`src/rtl/seq2_fetch_pkg.sv`:
```
// Shared encodings and widths for the two-cycle instruction fetch controller.
// State encoding is 3 bits; address, instruction and issue-count widths live here.
package seq2_fetch_pkg;

   localparam int ADDR_W = 8;
   localparam int INST_W = 20;
   localparam int ICNT_W = 16;

   typedef enum logic [2:0] {
      ST_IDLE    = 3'd0,
      ST_SEQRST  = 3'd1,
      ST_SEQWAIT = 3'd2,
      ST_FETCH   = 3'd3,
      ST_EXEC    = 3'd4,
      ST_BREAK   = 3'd5
   } state_t;

   localparam logic [ICNT_W-1:0] ICNT_MAX = '1;
   localparam logic [ICNT_W-1:0] ICNT_ONE = {{(ICNT_W-1){1'b0}}, 1'b1};

endpackage

```
`src/rtl/seq2_fetch.sv`:
```
// Fetch/issue controller: host loads external RAM in Idle, then one instruction per 2 cycles with breakpoint.
// Latency: RAM address in Fetch, instruction issued in Exec; no backpressure, halt/run pulses steer the FSM.
module seq2_fetch
   import seq2_fetch_pkg::*;
(
   input  logic              i_clk,
   input  logic              i_rst_n,
   input  logic              i_run,
   input  logic              i_halt,
   input  logic [ADDR_W-1:0] i_host_addr,
   input  logic [INST_W-1:0] i_host_data,
   input  logic              i_host_wen,
   input  logic [ADDR_W-1:0] i_bp_addr,
   input  logic              i_bp_en,
   input  logic [ADDR_W-1:0] i_seq_next,
   input  logic [INST_W-1:0] i_mem_rdata,
   output logic [ADDR_W-1:0] o_mem_addr,
   output logic [INST_W-1:0] o_mem_wdata,
   output logic              o_mem_wen,
   output logic [INST_W-1:0] o_inst,
   output logic              o_inst_en,
   output logic              o_seq_reset,
   output logic              o_busy,
   output logic [ICNT_W-1:0] o_icount,
   output logic              o_wr_err
);

   state_t              r_state;
   state_t              w_state_nxt;
   logic [ICNT_W-1:0]   r_icount;
   logic                r_wr_err;
   logic                w_start;
   logic                w_bp_hit;
   logic [ADDR_W-1:0]   w_mem_addr;
   logic [INST_W-1:0]   w_mem_wdata;
   logic                w_mem_wen;
   logic [INST_W-1:0]   w_inst;
   logic                w_inst_en;
   logic                w_seq_reset;

   assign w_start  = (r_state == ST_IDLE) && i_run && !i_halt;
   assign w_bp_hit = i_bp_en && (i_seq_next == i_bp_addr);

   always_ff @(posedge i_clk or negedge i_rst_n) begin
      if (!i_rst_n) begin
         r_state <= ST_IDLE;
      end else begin
         r_state <= w_state_nxt;
      end
   end

   always_comb begin
      w_state_nxt = r_state;
      case (r_state)
         ST_IDLE:    if (w_start) w_state_nxt = ST_SEQRST;
         ST_SEQRST:  w_state_nxt = i_halt ? ST_IDLE : ST_SEQWAIT;
         ST_SEQWAIT: w_state_nxt = i_halt ? ST_IDLE : ST_FETCH;
         ST_FETCH:   w_state_nxt = i_halt ? ST_IDLE : (w_bp_hit ? ST_BREAK : ST_EXEC);
         ST_EXEC:    w_state_nxt = i_halt ? ST_IDLE : ST_FETCH;
         // Resuming skips the breakpoint test so the held address can issue.
         ST_BREAK:   w_state_nxt = i_halt ? ST_IDLE : (i_run ? ST_EXEC : ST_BREAK);
         default:    w_state_nxt = ST_IDLE;
      endcase
   end

   always_comb begin
      w_mem_addr  = '0;
      w_mem_wdata = '0;
      w_mem_wen   = 1'b0;
      w_inst      = '0;
      w_inst_en   = 1'b0;
      w_seq_reset = 1'b0;
      case (r_state)
         ST_IDLE: begin
            w_mem_addr  = i_host_addr;
            w_mem_wdata = i_host_data;
            w_mem_wen   = i_host_wen;
         end
         ST_SEQRST: w_seq_reset = 1'b1;
         // Break keeps the address on the RAM so a resume finds its data ready.
         ST_FETCH, ST_BREAK: w_mem_addr = i_seq_next;
         ST_EXEC: begin
            w_inst    = i_mem_rdata;
            w_inst_en = 1'b1;
         end
         default: ;
      endcase
   end

   always_ff @(posedge i_clk or negedge i_rst_n) begin
      if (!i_rst_n) begin
         r_icount <= '0;
      end else if (w_start) begin
         r_icount <= '0;
      end else if ((r_state == ST_EXEC) && (r_icount != ICNT_MAX)) begin
         r_icount <= r_icount + ICNT_ONE;
      end
   end

   always_ff @(posedge i_clk or negedge i_rst_n) begin
      if (!i_rst_n) begin
         r_wr_err <= 1'b0;
      end else if (i_host_wen && (r_state != ST_IDLE)) begin
         r_wr_err <= 1'b1;
      end
   end

   // Combinational outputs are forced while reset is low, not just at the next edge.
   assign o_mem_addr  = i_rst_n ? w_mem_addr  : '0;
   assign o_mem_wdata = i_rst_n ? w_mem_wdata : '0;
   assign o_mem_wen   = i_rst_n & w_mem_wen;
   assign o_inst      = i_rst_n ? w_inst : '0;
   assign o_inst_en   = i_rst_n & w_inst_en;
   assign o_seq_reset = ~i_rst_n | w_seq_reset;
   assign o_busy      = i_rst_n & (r_state != ST_IDLE);
   assign o_icount    = r_icount;
   assign o_wr_err    = r_wr_err;

endmodule

```
`config.mk`:
```
export PLATFORM = sky130hd
export DESIGN_NAME = seq2_fetch
export DESIGN_NICKNAME = d
export VERILOG_FILES = /design/src/rtl/seq2_fetch_pkg.sv /design/src/rtl/seq2_fetch.sv
export SDC_FILE = /design/constraint.sdc
export NUM_CORES = 1
export LEC_CHECK = 0
export ABC_CLOCK_PERIOD_IN_PS = 3140
export CAP_MARGIN = 20
export CORE_AREA = 2 2 56 58
export CTS_CLUSTER_DIAMETER = 50
export DETAILED_ROUTE_END_ITERATION = 16
export DIE_AREA = 0 0 58 60
export DONT_BUFFER_PORTS = 1
export GPL_TIMING_DRIVEN = 0
export PLACE_DENSITY = 0.74
export SYNTH_ARGS = -nofsm -noshare
export SYNTH_HDL_FRONTEND = slang
export SYNTH_SLANG_ARGS = --single-unit
```
`constraint.sdc`:
```
create_clock -name i_clk -period 3.14 [get_ports i_clk]
set_input_delay 0.942 -clock i_clk [delete_from_list [all_inputs] [get_ports i_clk]]
set_output_delay 0.942 -clock i_clk [all_outputs]
set_load 0.02 [all_outputs]
```
==> results by group <==
Clock tree
  • CTS Root Cell: clkbuf_4
  • H-tree Lvls: 1
  • Clock Pin Slew Worst Setup and Hold Paths: 120 ps
  • TritonCTS Buffers: 3
  • Worst-skew pair later-pin latency: 310 ps
  • CTS tree: yes
  • Setup Buffers After CTS: 0
  • Clock sink count: 20
  • Deepest clock path buffer count: 2

Timing
  • RSZ-0062 raised after global routing: false
  • Final Max Slew Viols: 0
  • Setup violators final: 0
  • Final period util: 93.5%
  • WHS: 303 ps
  • Fin. Hold Viols: 0
  • Clk_skew: about 6.4 ps
  • Minimum clock period: around 2900 ps
  • Max_slew headroom: between 50% and 60%
  • F_max: between 0.3 and 0.4 GHz
  • Slew @ Worst Pin: 637 ps
  • Setup_tns: 0 ps

Floorplan
  • Die width: 58 um
  • Ports: between 100 and 150
  • Row cnt: 20
  • Core area: 2900 um^2
  • Die ar.: roughly 3500 um^2
  • Die Ht: 60 um
  • Initial core utilization: about 57%

Cells and area
  • Layout cells sized above 1: under 10%
  • # fillers: between 200 and 300
  • Commonest non-fill, non-tap cell in the layout: and3_1
  • Synthesis-to-finish area growth: 4.96%
  • Most frequent cells in the layout: and3_1, dfrtp_1, nand2_1
  • Number of diodes: 0
  • Layout net count: 274

Critical path
  • Worst-path cell chain: buf_4, nor3b_4, clkbuf_1, and3_1
  • Worst EP required: ~2200 ps
  • R2r startpoint: o_icount[0]
  • CP endpoint: o_inst[16]
  • Worst-case reg-to-reg path depth: 6
  • Worst EP arrival: ~2000 ps
  • Reg2reg setup slack: between 800 and 900 ps
  • Kind of end point of the critical path: output port
  • Crit Reg-Reg Endpoint: o_icount[4]
  • Startpoint types: flip-flop
  • CP max stage cell: nor3b_4
  • Start point of the critical path: r_state[1]
  • WS Path Type: flip-flop to output port
  • Crit-path max FO: 10
  • Worst path max stage delay: 430 ps

Route
  • DR DRC count: 0
  • Initial drt markers: roughly 110
  • Pre-Repair DR Iteration Count: 4
  • Final WL: about 4900 um
  • Post-DRT Antenna Nets: 0
  • DR WL/cell: between 20 and 25 um
  • Vias: 1615
  • Vias per inst: about 6.9

Synthesis
  • EDFF count, synth: 0
  • Synth unique cells: 38
  • Yosys reg bits: 20
  • Ys Warns: 0
  • Mapped Nets: ~270
  • Seq/Total Area, Yosys: about 30%
  • Average cell area after synthesis: between 8 and 9 um^2
  • Cell Area, Synth: roughly 1700 um^2
  • Cells after Synth: a little under 200
  • Post-synth top flop: dfrtp_1
  • FFs w/ async S/R, synth: 100%

Place
  • GP Congestion: 0.834
  • IO Port Bufs: 0
  • Post-detail-place hpwl: 3770 um

GRT
  • Largest net degree at the start of global routing: 31
  • Total track usage: between 20% and 30%
  • Remaining Overflow, GRT: 0
  • First-pass GRT wire length: roughly 6900 um
  • Initial antenna violation count: 0
  • Vias in the first global route: roughly 1400

Pwr
  • LEAKAGE: 0.842 nW
  • Power density over cell area: approximately 380 nW/um^2
  • Peak VDD IR: roughly 0.00038 V

Worst hold path
  • HP Class: input pin to async pin

Run status
  • Outcome: completed

Flow run
  • Number of max-cap violations: 0
## cells in the mapped netlist (2+ instances only)
| master | number | area [um^2] |
|---|---|---|
| and4_1 | 2 | 17.5 |
| xor2_1 | 9 | 78.8 |
| nand4_1 | 9 | 56.3 |
| and2_1 | 4 | 25.0 |
| a21oi_1 | 11 | 55.1 |
| clkbuf_1 | 11 | 41.3 |
| o31ai_1 | 6 | 45.0 |
| nor3_1 | 3 | 15.0 |
| or4_1 | 6 | 45.0 |
| o21ai_0 | 5 | 25.0 |
| nor4_1 | 3 | 18.8 |
| nor2_1 | 5 | 18.8 |
| or3_1 | 4 | 25.0 |
| a22o_1 | 8 | 70.1 |
| nand3_1 | 5 | 25.0 |
| nand2_1 | 16 | 60.1 |
| and3_2 | 3 | 22.5 |
| and3_1 | 43 | 269 |
| buf_6 | 2 | 22.5 |
| dfrtp_1 | 20 | 500 |
| mux2i_1 | 6 | 60.1 |
## worst min-delay path by stage
stage / startpoint / to / slack (ps) / cells after the start
2_1_floorplan: r_state[0] / r_state[0] / 550 / 2
3_3_place_gp: r_state[0] / r_state[0] / 570 / 2
3_5_place_dp: r_state[0] / r_state[0] / 600 / 2
4_1_cts: i_rst_n / o_icount[10] / 300 / 0
5_1_grt: i_rst_n / o_icount[14] / 280 / 0
6_report: i_rst_n / o_icount[14] / 300 / 0
## critical path: cells and delay by family (launching register included)
kind | cells | cell delay [ps]
buf+inv | 2 | 540
simple gates | 2 | 770
flops | 1 | 380
## kinds of logic after synthesis
kind of cell | count (synthesis) | share of synthesized area [%]
and+or+nand+nor | 114 | 43.2
AOI/OAI and AO/OA | 32 | 12.6
DFF | 20 | 30.1
buffers and inverters | 15 | 4.59
xor gates and xnor gates | 10 | 5.26
muxes | 6 | 3.61
adders and majority gates | 1 | 0.752
## report_power, final
| group | internal (W) | leakage (nW) | switching [W] |
|---|---|---|---|
| logic | 0.0000706 | 0.549 | 0.000164 |
| clock network | 0.0000708 | 0.0210 | 0.0000865 |
| registers | 0.000266 | 0.272 | 0.0000128 |
| total | 0.000408 | 0.842 | 0.000264 |
## per-layer routing
layer	GRT usage (%)	vias up	wire, um
li1	-	756	-
met1	32.6	790	1880
met2	42.9	69	2540
met3	10.4	0	439
met4	1.99	0	0
met5	0	-	0
## registers in the layout (all words and copies together) (netlist names)
| register | flops |
|---|---|
| r_state | 3 |
| o_wr_err | 1 |
| o_icount | 16 |
## cell type report
cell class,count,area [um^2],area share [%]
Tap cell,33,41.3,2.36
Multi-Input combinational cell,163,1090,62.5
Clock buffer,4,36.3,2.08
Sequential cell,20,500,28.7
Buffer,15,76.3,4.37
## metrics by stage
| stage | power [W] | instances | setup slack, ps | cell area, um^2 | utilization [%] |
|---|---|---|---|---|---|
| final | 0.000671 | 235 | 205 | 1750 | 60.2 |
| after detailed placement | 0.000516 | 231 | 341 | 1710 | 58.8 |
| after CTS | 0.000675 | 235 | 187 | 1750 | 60.2 |
| after floorplan | 0.000479 | 198 | 635 | 1660 | - |
| after global routing | 0.000703 | 235 | 49.3 | 1750 | 60.2 |
| after global placement | 0.000509 | 231 | 417 | 1710 | 58.8 |
## repair_timing
action	in CTS	in global routing
hold buffers	0	0
resized for setup	1	0
setup endpoints to repair	8	0
Note: power is estimated with default switching activity, not from simulation.
